`src/rtl/wifisystem_nios2_qsys_0_oci_dct_packer_pkg.sv`:
```
// Shared sizing, FSM encodings and packing helper for the OCI DCT trace-word packer.
// The sink-side bench reuses these so both ends agree on word geometry.
package wifisystem_nios2_qsys_0_oci_dct_packer_pkg;

  localparam int CODE_W = 2;
  localparam int DEPTH  = 15;
  localparam int BUF_W  = CODE_W * DEPTH;
  localparam int CNT_W  = 4;

  typedef enum logic [1:0] {
    ST_RUN   = 2'd0,
    ST_DRAIN = 2'd1,
    ST_DONE  = 2'd2
  } dct_state_e;

  // Newest code lands in the low bits; the oldest shifts toward the top.
  function automatic logic [BUF_W-1:0] dct_shift_in(input logic [BUF_W-1:0] buf_in,
                                                    input logic [CODE_W-1:0] code_in);
    return {buf_in[BUF_W-CODE_W-1:0], code_in};
  endfunction

endpackage

```
`src/rtl/wifisystem_nios2_qsys_0_oci_dct_packer.sv`:
```
// Packs 2-bit DCT codes into 30-bit trace words with a valid/ready output
// and sequences the end-of-test drain.
module wifisystem_nios2_qsys_0_oci_dct_packer
  import wifisystem_nios2_qsys_0_oci_dct_packer_pkg::*;
(
  input  logic        clk,
  input  logic        reset,
  input  logic        code_valid,
  input  logic [1:0]  code,
  output logic        code_ready,
  input  logic        flush,
  input  logic        test_ending,
  output logic        word_valid,
  input  logic        word_ready,
  output logic [29:0] dct_buffer,
  output logic [3:0]  dct_count,
  output logic        test_has_ended
);

  dct_state_e       r_state, w_state_n;
  logic [BUF_W-1:0] r_acc_buf, w_acc_buf_n, w_sum_buf, w_xfer_buf;
  logic [CNT_W-1:0] r_acc_cnt, w_acc_cnt_n, w_sum_cnt, w_xfer_cnt;
  logic             r_flush_pend, w_flush_pend_n;
  logic [BUF_W-1:0] r_out_buf;
  logic [CNT_W-1:0] r_out_cnt;
  logic             r_word_valid;

  logic w_accept, w_out_free, w_full, w_flush_req, w_xfer;

  assign w_full     = (r_acc_cnt == CNT_W'(DEPTH));
  assign w_out_free = !r_word_valid || word_ready;
  // test_ending is checked here too so a same-cycle code is refused, not lost.
  assign code_ready = !reset && (r_state == ST_RUN) && !test_ending &&
                      !(w_full && r_word_valid && !word_ready);
  assign w_accept   = code_valid && code_ready;
  assign w_flush_req = r_flush_pend || (flush && (r_state == ST_RUN)) ||
                       (r_state == ST_DRAIN);

  always_comb begin
    w_sum_buf   = w_accept ? dct_shift_in(r_acc_buf, code) : r_acc_buf;
    w_sum_cnt   = r_acc_cnt + CNT_W'(w_accept);
    w_xfer      = 1'b0;
    w_xfer_buf  = r_acc_buf;
    w_xfer_cnt  = r_acc_cnt;
    w_acc_buf_n = r_acc_buf;
    w_acc_cnt_n = r_acc_cnt;
    if (w_full) begin
      // A full accumulator can only still be here because the output was busy;
      // a code accepted while it drains starts the next word.
      w_xfer = w_out_free;
      if (w_xfer) begin
        w_acc_buf_n = w_accept ? BUF_W'(code) : '0;
        w_acc_cnt_n = CNT_W'(w_accept);
      end
    end else begin
      w_xfer_buf = w_sum_buf;
      w_xfer_cnt = w_sum_cnt;
      w_xfer     = ((w_sum_cnt == CNT_W'(DEPTH)) || w_flush_req) &&
                   (w_sum_cnt != '0) && w_out_free;
      if (w_xfer) begin
        w_acc_buf_n = '0;
        w_acc_cnt_n = '0;
      end else begin
        w_acc_buf_n = w_sum_buf;
        w_acc_cnt_n = w_sum_cnt;
      end
    end
    // A flush with nothing left to send simply evaporates.
    w_flush_pend_n = w_flush_req && (w_acc_cnt_n != '0);
  end

  always_comb begin
    w_state_n = r_state;
    unique case (r_state)
      ST_RUN:   if (test_ending) w_state_n = ST_DRAIN;
      ST_DRAIN: if ((r_acc_cnt == '0) && w_out_free) w_state_n = ST_DONE;
      ST_DONE:  w_state_n = ST_DONE;
      default:  w_state_n = ST_RUN;
    endcase
  end

  always_ff @(posedge clk) begin
    if (reset) begin
      r_state      <= ST_RUN;
      r_acc_buf    <= '0;
      r_acc_cnt    <= '0;
      r_flush_pend <= 1'b0;
      r_out_buf    <= '0;
      r_out_cnt    <= '0;
      r_word_valid <= 1'b0;
    end else begin
      r_state      <= w_state_n;
      r_acc_buf    <= w_acc_buf_n;
      r_acc_cnt    <= w_acc_cnt_n;
      r_flush_pend <= w_flush_pend_n;
      if (w_xfer) begin
        r_out_buf    <= w_xfer_buf;
        r_out_cnt    <= w_xfer_cnt;
        r_word_valid <= 1'b1;
      end else if (word_ready) begin
        r_word_valid <= 1'b0;
      end
    end
  end

  assign word_valid     = r_word_valid;
  assign dct_buffer     = r_out_buf;
  assign dct_count      = r_out_cnt;
  assign test_has_ended = (r_state == ST_DONE);

endmodule
```
`config.mk`:
```
export PLATFORM = sky130hd
export DESIGN_NAME = wifisystem_nios2_qsys_0_oci_dct_packer
export DESIGN_NICKNAME = d
export VERILOG_FILES = /design/src/rtl/wifisystem_nios2_qsys_0_oci_dct_packer_pkg.sv /design/src/rtl/wifisystem_nios2_qsys_0_oci_dct_packer.sv
export SDC_FILE = /design/constraint.sdc
export NUM_CORES = 1
export LEC_CHECK = 0
export CAP_MARGIN = 10
export CORE_MARGIN = 5
export CORE_UTILIZATION = 50
export CTS_CLUSTER_DIAMETER = 100
export DETAILED_ROUTE_END_ITERATION = 10
export PLACE_DENSITY = 0.75
export RECOVER_POWER = 100
export SYNTH_ARGS = -nofsm -noshare
export SYNTH_HDL_FRONTEND = slang
export SYNTH_SLANG_ARGS = --single-unit
```
`constraint.sdc`:
```
create_clock -name clk -period 7.2 [get_ports clk]
set_clock_uncertainty 0.1 [all_clocks]
set_input_delay 1.44 -clock clk [delete_from_list [all_inputs] [get_ports clk]]
set_output_delay 1.44 -clock clk [all_outputs]
set_load 0.01 [all_outputs]
```
======== Word-level counts from Yosys, hierarchy flattened ========
Index checks and enable logic that the tools add are counted.
cells by class
  add/sub/neg operators ................... 1
  multiply operators ...................... 0
  divide/modulo/power cells ............... 0
  $lt $le $gt $ge ......................... 0
  equality and inequality tests ........... 7
  shift-type cells ........................ 0
  multiplexer cells ....................... 16
  bitwise logic cells ..................... 0
  reduce and logical (&&, ||, !) cells .... 26
operators by type and width
  kind                                                                   number
  30-bit 2-to-1 mux                                                      5
  4-bit 2-to-1 mux                                                       4
  1-bit logical AND                                                      11
  4-bit equality test, second input constant                             2
  4-bit nonzero test                                                     2
  2-bit 2-to-1 mux                                                       3
  2-bit one-hot mux with 3 select lines                                  1
  1-bit zero test                                                        5
  4-bit by 1-bit adder with 4-bit output                                 1
  4-bit zero test                                                        1
  1-bit logical OR                                                       4
  2-bit != test, second input constant                                   2
  1-bit 2-to-1 mux                                                       3
  2-bit by 1-bit equality test with 1-bit output, second input constant  1
  2-bit equality test, second input constant                             1
  2-bit zero test                                                        1
  2-bit by 1-bit != test with 1-bit output, second input constant        1
  2-bit AND reduction                                                    1
  2-bit nonzero test                                                     1
word-level totals
  register bits ........................... 72
  bits in latches ......................... 0
  bits in writable memories ............... 0
  memory bits (read-only) ................. 0
  input port bits ......................... 8
  output and inout port bits .............. 37
  memories kept ........................... 0

======== Longest topological paths before layout ========
Gate-level depths: netlist of run 1.
  word-level depth ........................ 15
  mapped depth ............................ 13

======== Least setup slack after synthesis of run 1 ========
OpenSTA, ideal clock, no wires.
  path type ............................... in2reg
  start ................................... in test_ending
  end ..................................... reg r_acc_buf[0]
  arrival time ............................ 3.450 ns
  data required time ...................... 7.040 ns
  path slack .............................. 3.591 ns
  stages .................................. 10
  cell sequence ........................... nand2b_1 -> nand3b_1 -> nor2_1 -> ha_1 -> ha_1 -> xnor2_2 -> o211ai_2 -> a21o_1 -> a2111oi_0 -> a31o_1
on the way
  word-level cells in the longest chain between the ends .. 11
  elaborated cells on any way between the ends .. 15
  those cells by class .................... add/sub: 1; eq/ne: 1; mux: 5; reduce/logical: 8
RTL lines
  element                                 line                                          RTL
  start: declaration                      wifisystem_nios2_qsys_0_oci_dct_packer.sv:12  input logic test_ending,
  1-bit zero test *                       wifisystem_nios2_qsys_0_oci_dct_packer.sv:33  assign code_ready = !reset && (r_state == ST_RUN) && !test_ending &&
  1-bit logical AND * (2 in a row)        wifisystem_nios2_qsys_0_oci_dct_packer.sv:33
  1-bit logical AND *                     wifisystem_nios2_qsys_0_oci_dct_packer.sv:35  assign w_accept = code_valid && code_ready;
  4-bit by 1-bit adder with 4-bit output  wifisystem_nios2_qsys_0_oci_dct_packer.sv:41  w_sum_cnt = r_acc_cnt + CNT_W'(w_accept);
  4-bit equality test                     wifisystem_nios2_qsys_0_oci_dct_packer.sv:58  w_xfer = ((w_sum_cnt == CNT_W'(DEPTH)) || w_flush_req) &&
  1-bit logical OR                        wifisystem_nios2_qsys_0_oci_dct_packer.sv:58
  1-bit logical AND                       wifisystem_nios2_qsys_0_oci_dct_packer.sv:58
  1-bit logical AND                       wifisystem_nios2_qsys_0_oci_dct_packer.sv:59  (w_sum_cnt != '0) && w_out_free;
  30-bit 2-to-1 mux                       wifisystem_nios2_qsys_0_oci_dct_packer.sv:60  if (w_xfer) begin
  30-bit 2-to-1 mux *                     wifisystem_nios2_qsys_0_oci_dct_packer.sv:47  if (w_full) begin
  end signal: assignment                  wifisystem_nios2_qsys_0_oci_dct_packer.sv:93  r_acc_buf <= w_acc_buf_n;
  end: declaration                        wifisystem_nios2_qsys_0_oci_dct_packer.sv:21  logic [BUF_W-1:0] r_acc_buf, w_acc_buf_n, w_sum_buf, w_xfer_buf;
Mark *: on every way between the ends. The rest lies on a longest branch, timed or not. The select of a mux whose other input is x is not followed.
A chain may end at the register's enable or synchronous reset.

======== Worst setup path after layout of run 1 ========
  start ................................... in word_ready
  end ..................................... reg r_out_cnt[0] (netlist: dct_count[0])
on the way
  word-level cells in the longest chain between the ends .. 11
  elaborated cells on any way between the ends .. 14
  those cells by class .................... add/sub: 1; eq/ne: 1; mux: 2; reduce/logical: 10
RTL lines
  element                                 line                                          RTL
  start: declaration                      wifisystem_nios2_qsys_0_oci_dct_packer.sv:14  input logic word_ready,
  1-bit zero test                         wifisystem_nios2_qsys_0_oci_dct_packer.sv:34  !(w_full && r_word_valid && !word_ready);
  1-bit logical AND                       wifisystem_nios2_qsys_0_oci_dct_packer.sv:34
  1-bit zero test                         wifisystem_nios2_qsys_0_oci_dct_packer.sv:34
  1-bit logical AND                       wifisystem_nios2_qsys_0_oci_dct_packer.sv:33
  1-bit logical AND                       wifisystem_nios2_qsys_0_oci_dct_packer.sv:35
  4-bit by 1-bit adder with 4-bit output  wifisystem_nios2_qsys_0_oci_dct_packer.sv:41
  4-bit equality test                     wifisystem_nios2_qsys_0_oci_dct_packer.sv:58
  1-bit logical OR                        wifisystem_nios2_qsys_0_oci_dct_packer.sv:58
  1-bit logical AND                       wifisystem_nios2_qsys_0_oci_dct_packer.sv:58
  1-bit logical AND                       wifisystem_nios2_qsys_0_oci_dct_packer.sv:59
  1-bit 2-to-1 mux                        wifisystem_nios2_qsys_0_oci_dct_packer.sv:47
  end signal: assignment                  wifisystem_nios2_qsys_0_oci_dct_packer.sv:98  r_out_cnt <= w_xfer_cnt;
  end: declaration                        wifisystem_nios2_qsys_0_oci_dct_packer.sv:25  logic [CNT_W-1:0] r_out_cnt;
Parallel ways exist; a longest one is shown, timed or not.

==> summary.md, run 1 <==
| Metric | Value |
|---|---|
| Final ANT Viol Nets | `0` |
| CP max FO | `between 40 and 50` |
| Vias in the first global route | `between 2,000 and 2,500` |
| Diodes inserted | `0` |
| Via density | `roughly 5.6` |
| 1st-pass router iterations | `5` |
| Hpwl dp | `4240 um` |
| Critical Path Stages | `13` |
| RSZ-0062 raised after global routing | `false` |
| Sequential share of power | `42.2%` |
| Tcrit/Tclk final | `78.1%` |
| Die area | `~7500 um^2` |
| Most frequent cells in the layout | `dfxtp_1 (72), nor2_1 (40), dlygate4sd3_1 (38)` |
| Initial antenna violation count | `0` |
| Kind of critical path | `in -> reg` |
| Max transition margin | `-13.3%` |
| Reg-to-Reg Start | `r_acc_cnt[2]` |
| CP endpoint kind | `register` |
| CTS resizes | `0` |
| Row Count | `28` |
| Cell Chain, Critical Path | `dlygate4sd3_1 -> nand2b_1 -> buf_4 -> nor2_1 -> nor2_1 -> ha_1 -> ha_1 -> xnor2_1 -> a21oi_1 -> a21oi_1 -> nor2_1 -> clkbuf_1 -> o221a_1` |
| Htree depth | `3` |
| Bufs and invs on worst path | `3` |
| Fin crit period | `roughly 5.6 ns` |
| Via total after detailed routing | `2,312` |
| Crit path DAT | `~5.8 ns` |
| Final Hold Viols | `0` |
| Die Height | `between 80 and 90 um` |
| CTS tree | `done` |
| Gate power share | `27.8%` |
| Largest net degree at the start of global routing | `between 40 and 50` |
| Routability congestion estimate | `between 0.9 and 1` |
| Slew @ Worst Pin | `around 1.7 ns` |
| Post-CTS Hold Fix Bufs | `0` |
| Post-route cell area | `roughly 3600 um^2` |
| EDFF count, synth | `0` |
| Total of max-cap violations | `1` |
| Starting Density | `approximately 50%` |
| Detailed-route wire length | `6510 um` |
| First-pass GRT wire length | `roughly 11,000 um` |
| Fill count | `roughly 510` |
| Async set or reset register ratio after synthesis | `0%` |
| Switching Share | `29.9%` |
| Power Internal | `~800 uW` |
| Violated checks | `max-capacitance violations, max-slew violations` |
| Outcome | `complete, but fails checks` |
| Seq/Total Area, Yosys | `roughly half` |
| Register bit total from synthesis | `a little over 70` |
| Critical Path Sink | `dct_count[0]` |
| Setup crit start kind | `input port` |
| I/O Pins | `between 40 and 50` |
| Gr usage total | `a little under a fifth` |
| Top_reg_cell synth | `dfxtp_1` |
| Top cell by count, worst path | `nor2_1` |
| Leakage | `0.00154 uW` |
| Pwr Density | `about 320 nW/um^2` |
| Hold path cells | `2` |
| # DRC | `0` |
| Setup Buffers After CTS | `0` |
| R2r endpoint | `dct_count[0]` |
| CP max stage cell | `clkbuf_1` |
| Switching power | `about 340 uW` |
| Worst-case clock buffer depth | `2` |
| Placed Area | `3410 um^2` |
| Crit-path max cell delay | `0.80 ns` |
| Hold/Removal Path Class | `reg -> reg` |
| Die W | `between 80 and 90 um` |
| Power share of the clock group | `between 30% and 40%` |
| Synth warn | `0` |
| Final Hold Slack | `0.393 ns` |
| Core Area | `approximately 5800 um^2` |
| DRT iter0 DRCs | `approximately 140` |
| I/O Buffers | `44` |
| Most common cell after layout, fill and taps aside | `dfxtp_1` |
| Slew Limit Fails | `15` |
| Synthesized Nets | `roughly 310` |
| Fin nets | `roughly 350` |
| Reg2reg setup slack | `roughly 2.8 ns` |
| Req. time, crit path | `about 7.4 ns` |
| Area Overhead vs Synth | `21.3%` |
| Worst-path clk slew | `around 0.070 ns` |
| Layout cells sized above 1 | `between 7 and 8%` |
| Worst Reg-to-Reg Cells | `11` |
| CTS buffer count | `9` |
| Peak VDD IR | `0.000200 V` |
| Area taken by multi-input logic gates | `approximately 1300 um^2` |
| Syn Area/Cell | `about 10 um^2` |
| Final setup TNS | `0 ns` |
| Yosys cell types | `41` |
| WL per Instance | `around 16 um` |
| Register area | `1440 um^2` |
| GR Overflow Total | `0` |
| Final setup viols | `0` |
| Clock root buffer | `clkbuf_8` |
| Cell family with most CP delay | `buffers and inverters` |
| Worst skew pair latency | `0.34 ns` |
| Crit. Startpoint | `word_ready` |
| Synth Cell Area | `between 2000 and 3000 um^2` |
| Max Freq | `178 MHz` |
| Synthesized instance count | `around 300` |
| TritonCTS Sinks | `72` |
-- synthesized netlist by cell type (all sizes together) (4+ instances only) --
master / n / area [um^2]
mux2i: 31 / 310
nand3: 6 / 42.5
a211oi: 29 / 253
nor3: 4 / 20.0
ha: 6 / 75.1
buf: 12 / 65.1
o21ai: 6 / 30.0
dfxtp: 72 / 1440
a21oi: 36 / 188
nand2: 9 / 33.8
clkbuf: 10 / 37.5
nor2: 40 / 153
-- power groups by stage --
stage	sequential, uW	combinational [uW]	clock, uW
final	482	317	343
after global routing	489	347	369
after CTS	484	349	352
after detailed placement	492	348	0
after global placement	492	343	0
after floorplan	505	197	0
-- worst reg2reg max path, stage by stage (launching register included) --
cell and delay [ns]:
dfxtp_1 0.51, nand4_2 0.36, nor2_1 0.29, nor2_1 0.12, ha_1 0.24, ha_1 0.37, nor2_1 0.07, a21oi_1 0.32
a21oi_1 0.14, nor2_1 0.75, clkbuf_1 0.81, o221a_1 0.31
-- how the worst min path moves through the flow --
stage / from / end / slack, ns
after floorplan: r_acc_buf[28] / r_acc_buf[28] / 0.36
after global placement: r_acc_buf[29] / r_acc_buf[29] / 0.38
after CTS: r_acc_buf[29] / r_acc_buf[29] / 0.40
final: r_acc_buf[29] / r_acc_buf[29] / 0.39
after detailed placement: r_acc_buf[29] / r_acc_buf[29] / 0.38
after global routing: dct_count[3] / dct_count[3] / 0.42
-- cell families after synthesis --
logic type | share of synthesized area [%]
AO/OA/AOI/OAI | 21.2
flip-flops | 49.1
AND/OR/NAND/NOR | 11.0
multiplexers | 11.1
buffers and inverters | 3.88
adder cells (fa/ha/maj) | 2.56
XOR/XNOR | 1.15
-- stage by stage --
stage / util (%) / power [uW] / cells / setup slack [ns]
final: 61.2 / 1140 / 411 / 1.57
after global routing: 61.2 / 1200 / 411 / 1.19
after CTS: 62.3 / 1190 / 411 / 2.35
after detailed placement: 58.6 / 840 / 395 / 2.05
after global placement: 58.6 / 834 / 395 / 2.11
after floorplan: - / 702 / 293 / 3.59
-- final cells by class --
class,count,share of cell area (%)
clock buffers,13,4.18
clock inverters,3,1.83
inverters,3,0.316
multi-input cells,196,37.2
flip-flops and latches,72,40.5
well taps,75,2.64
repair buffers,49,13.3
-- registers in the layout, indices dropped and copies added (netlist names) --
register	count
dct_buffer	30
dct_count	4
r_acc_buf	30
r_acc_cnt	4
r_flush_pend	1
r_state	2
word_valid	1
-- layer usage --
metal / wire, um / GRT usage [%] / vias up
met3: 223 / 3.80 / 9
met2: 3160 / 28.6 / 46
met1: 3000 / 24.4 / 1119
li1: - / - / 1138
met4: 128 / 8.92 / 0
met5: 0 / 0 / -
No activity file was read; power rests on OpenSTA's default activity.
==> run 2, diff against run 1 <==
clock period = 5.8 ns   (was 7.2 ns; I/O delays follow)
==> run 2 against run 1 <==
Net effect:
- flip-flop and latch count unchanged
- global-route usage up 0.31 points
- first-iteration DRC count up 4.3%
- clock power about the same
- highest routed layer unchanged
- non-clock buffer count up 2
- routed wire length up 0.97%
- final cell count up 0.49%
- utilization down 0.37 points
- the flow now finishes without violations
- count of clock-buffer cells in the layout unchanged
- sequential share of layout area up 0.24 points
- worst setup slack worse by 0.48 ns
- register-to-register slack worse by 1.1 ns
==> summary.md, run 2 (synthesis results as in run 1) <==
| Metric | Value |
|---|---|
| Switching power | `427 uW (was 342 uW)` |
| Initial antenna violation count | `0 (unchanged)` |
| Pwr Density | `377 nW/um^2 (was 321 nW/um^2)` |
| Setup WS pre-CTS | `1.31 ns (was 2.05 ns)` |
| Die area | `7500 um^2 (unchanged)` |
| Detailed-route wire length | `6570 um (was 6510 um)` |
| First-pass GRT wire length | `11,000 um (was 10,700 um)` |
| Crit-path max cell delay | `1.02 ns (was 0.80 ns)` |
| Starting Density | `50.5% (unchanged)` |
| CP endpoint kind | `register (unchanged)` |
| Bufs and invs on worst path | `2 (was 3)` |
| Post-CTS Hold Fix Bufs | `0 (unchanged)` |
| I/O Buffers | `44 (unchanged)` |
| Gate power share | `29.7% (was 27.8%)` |
| Final ANT Viol Nets | `0 (unchanged)` |
| Total of max-cap violations | `0 (was 1)` |
| Final Hold Viols | `0 (unchanged)` |
| Most common cell after layout, fill and taps aside | `dfxtp_1 (unchanged)` |
| Die W | `86.6 um (unchanged)` |
| CTS tree | `done (unchanged)` |
| Req. time, crit path | `5.88 ns (was 7.38 ns)` |
| Layout cells sized above 1 | `8.28% (was 7.14%)` |
| I/O Pins | `45 (unchanged)` |
| Power Internal | `908 uW (was 800 uW)` |
| Fin crit period | `~4.7 ns` |
| CTS resizes | `0 (unchanged)` |
| Routability congestion estimate | `0.959 (was 0.922)` |
| Top cell by count, worst path | `nor2_1 (unchanged)` |
| Switching Share | `32.0% (was 29.9%)` |
| TritonCTS Sinks | `72 (unchanged)` |
| Final setup viols | `0 (unchanged)` |
| Row Count | `28 (unchanged)` |
| Max transition margin | `6.90% (was -13.3%)` |
| CTS buffer count | `9 (unchanged)` |
| Gr usage total | `18.7% (was 18.4%)` |
| Hold/Removal Path Class | `reg -> reg (unchanged)` |
| CP max FO | `30 (was 41)` |
| Fin nets | `347 (was 345)` |
| Kind of critical path | `in -> reg (unchanged)` |
| Final worst setup slack | `1.09 ns (was 1.57 ns)` |
| Via total after detailed routing | `2,348 (was 2,312)` |
| RSZ-0062 raised after global routing | `false (unchanged)` |
| CP max stage cell | `clkbuf_1 (unchanged)` |
| GR Overflow Total | `0 (unchanged)` |
| Core Area | `5820 um^2 (unchanged)` |
| Most frequent cells in the layout | `dfxtp_1 (72), nor2_1 (39), dlygate4sd3_1 (37) (was dfxtp_1 (72), nor2_1 (40), dlygate4sd3_1 (38))` |
| Cell family with most CP delay | `buffers and inverters (unchanged)` |
| Worst-path clk slew | `0.07 ns (about the same)` |
| # DRC | `0 (unchanged)` |
| Leakage | `0.00152 uW (was 0.00154 uW)` |
| 1st-pass router iterations | `4 (was 5)` |
| Setup crit start kind | `input port (unchanged)` |
| Largest net degree at the start of global routing | `42 (was 43)` |
| Htree depth | `3 (unchanged)` |
| Outcome | `finished, final reports clean (was complete, but fails checks)` |
| WL per Instance | `15.9 um (was 15.8 um)` |
| Slew @ Worst Pin | `1.40 ns (was 1.68 ns)` |
| Worst skew pair latency | `0.34 ns (about the same)` |
| Sequential share of power | `44.8% (was 42.2%)` |
| Diodes inserted | `0 (unchanged)` |
| Tcrit/Tclk final | `about four fifths` |
| Max Freq | `213 MHz` |
| Vias in the first global route | `2,262 (was 2,204)` |
| Area Overhead vs Synth | `20.6% (was 21.3%)` |
| Final setup TNS | `0 ns (unchanged)` |
| Hpwl dp | `4350 um (was 4240 um)` |
| DRT iter0 DRCs | `147 (was 141)` |
| Power share of the clock group | `25.5% (was 30.0%)` |
| Via density | `5.69 (was 5.63)` |
| Die Height | `86.6 um (unchanged)` |
| Crit path DAT | `4.78 ns (was 5.81 ns)` |
| Cell Chain, Critical Path | `dlygate4sd3_1 -> nand2b_1 -> nor2_1 -> nor2_1 -> ha_1 -> ha_1 -> nor2_1 -> a21oi_1 -> a21oi_1 -> o21ai_2 -> clkbuf_1 -> nor2_1 (was dlygate4sd3_1 -> nand2b_1 -> buf_4 -> nor2_1 -> nor2_1 -> ha_1 -> ha_1 -> xnor2_1 -> a21oi_1 -> a21oi_1 -> nor2_1 -> clkbuf_1 -> o221a_1)` |
| Slew Limit Fails | `0 (was 15)` |
| Setup Buffers After CTS | `0 (unchanged)` |
| Final non-filler cell total | `413 (was 411)` |
| Peak VDD IR | `0.000213 V (was 0.000200 V)` |
| Clock root buffer | `clkbuf_8 (unchanged)` |
| Post-placement cell count | `397 (was 395)` |
| Fill count | `539 (was 514)` |
| Worst-case clock buffer depth | `2 (unchanged)` |
-- run 2: cell count changes in the layout (fill, tap and decap cells not counted), sizes merged --
| cell | delta |
|---|---|
| bufinv | -2 |
| dlygate4sd3 | -1 |
| clkbuf | +2 |
| clkinv | +1 |
| clkdlybuf4s50 | +1 |
| clkinvlp | +1 |
-- run 2: final timing paths --
| kind | start | end | slack, ns | cells after the start |
|---|---|---|---|---|
| max | word_ready | r_acc_buf[21] | 1.09 | 12 |
| min | dct_count[3] | dct_count[3] | 0.38 | 2 |
| max reg2reg | r_acc_cnt[2] | r_acc_buf[21] | 1.67 | 11 |
| min reg2reg | dct_count[3] | dct_count[3] | 0.38 | 2 |
-- run 2: cell type report --
class,count,area [um^2],area share [%]
multi-input cells,196,1340,38.0
well taps,75,93.8,2.65
flip-flops and latches,72,1440,40.7
clock inverters,3,17.5,0.495
repair buffers,51,482,13.6
clock buffers,13,149,4.21
inverters,3,11.3,0.318
-- run 2: through the flow --
| step | hold WS [ns] | power, uW | utilization (%) | instance area (um^2) |
|---|---|---|---|---|
| 6_report | 0.377 | 1340 | 60.8 | 3540 |
| 5_1_grt | 0.416 | 1420 | 60.8 | 3540 |
| 4_1_cts | 0.386 | 1390 | 61.7 | 3590 |
| 3_5_place_dp | 0.375 | 1050 | 58.8 | 3420 |
| 3_3_place_gp | 0.371 | 1040 | 58.8 | 3420 |
| 2_1_floorplan | 0.361 | 872 | - | 2930 |
-- run 2: power by group through the flow --
stage               Sequential (uW)  Clock (uW)  Combinational, uW
floorplan                       628           0                244
global placement                611           0                430
detailed placement              610           0                437
CTS                             601         349                439
global route                    607         373                438
finish                          598         341                397
-- run 2: tightest hold or removal path, stage by stage (launching register included) --
cell     delay (ns)
dfxtp_1        0.31
o21ai_1        0.06
a21oi_1        0.06
-- run 2: metal layers --
layer	track usage (%)	vias up	part of all wire [%]
met3	6.08	11	4.4
met5	0	-	0
met2	30.1	52	49
met4	6.94	0	2.0
met1	23.3	1139	44
li1	-	1146	-
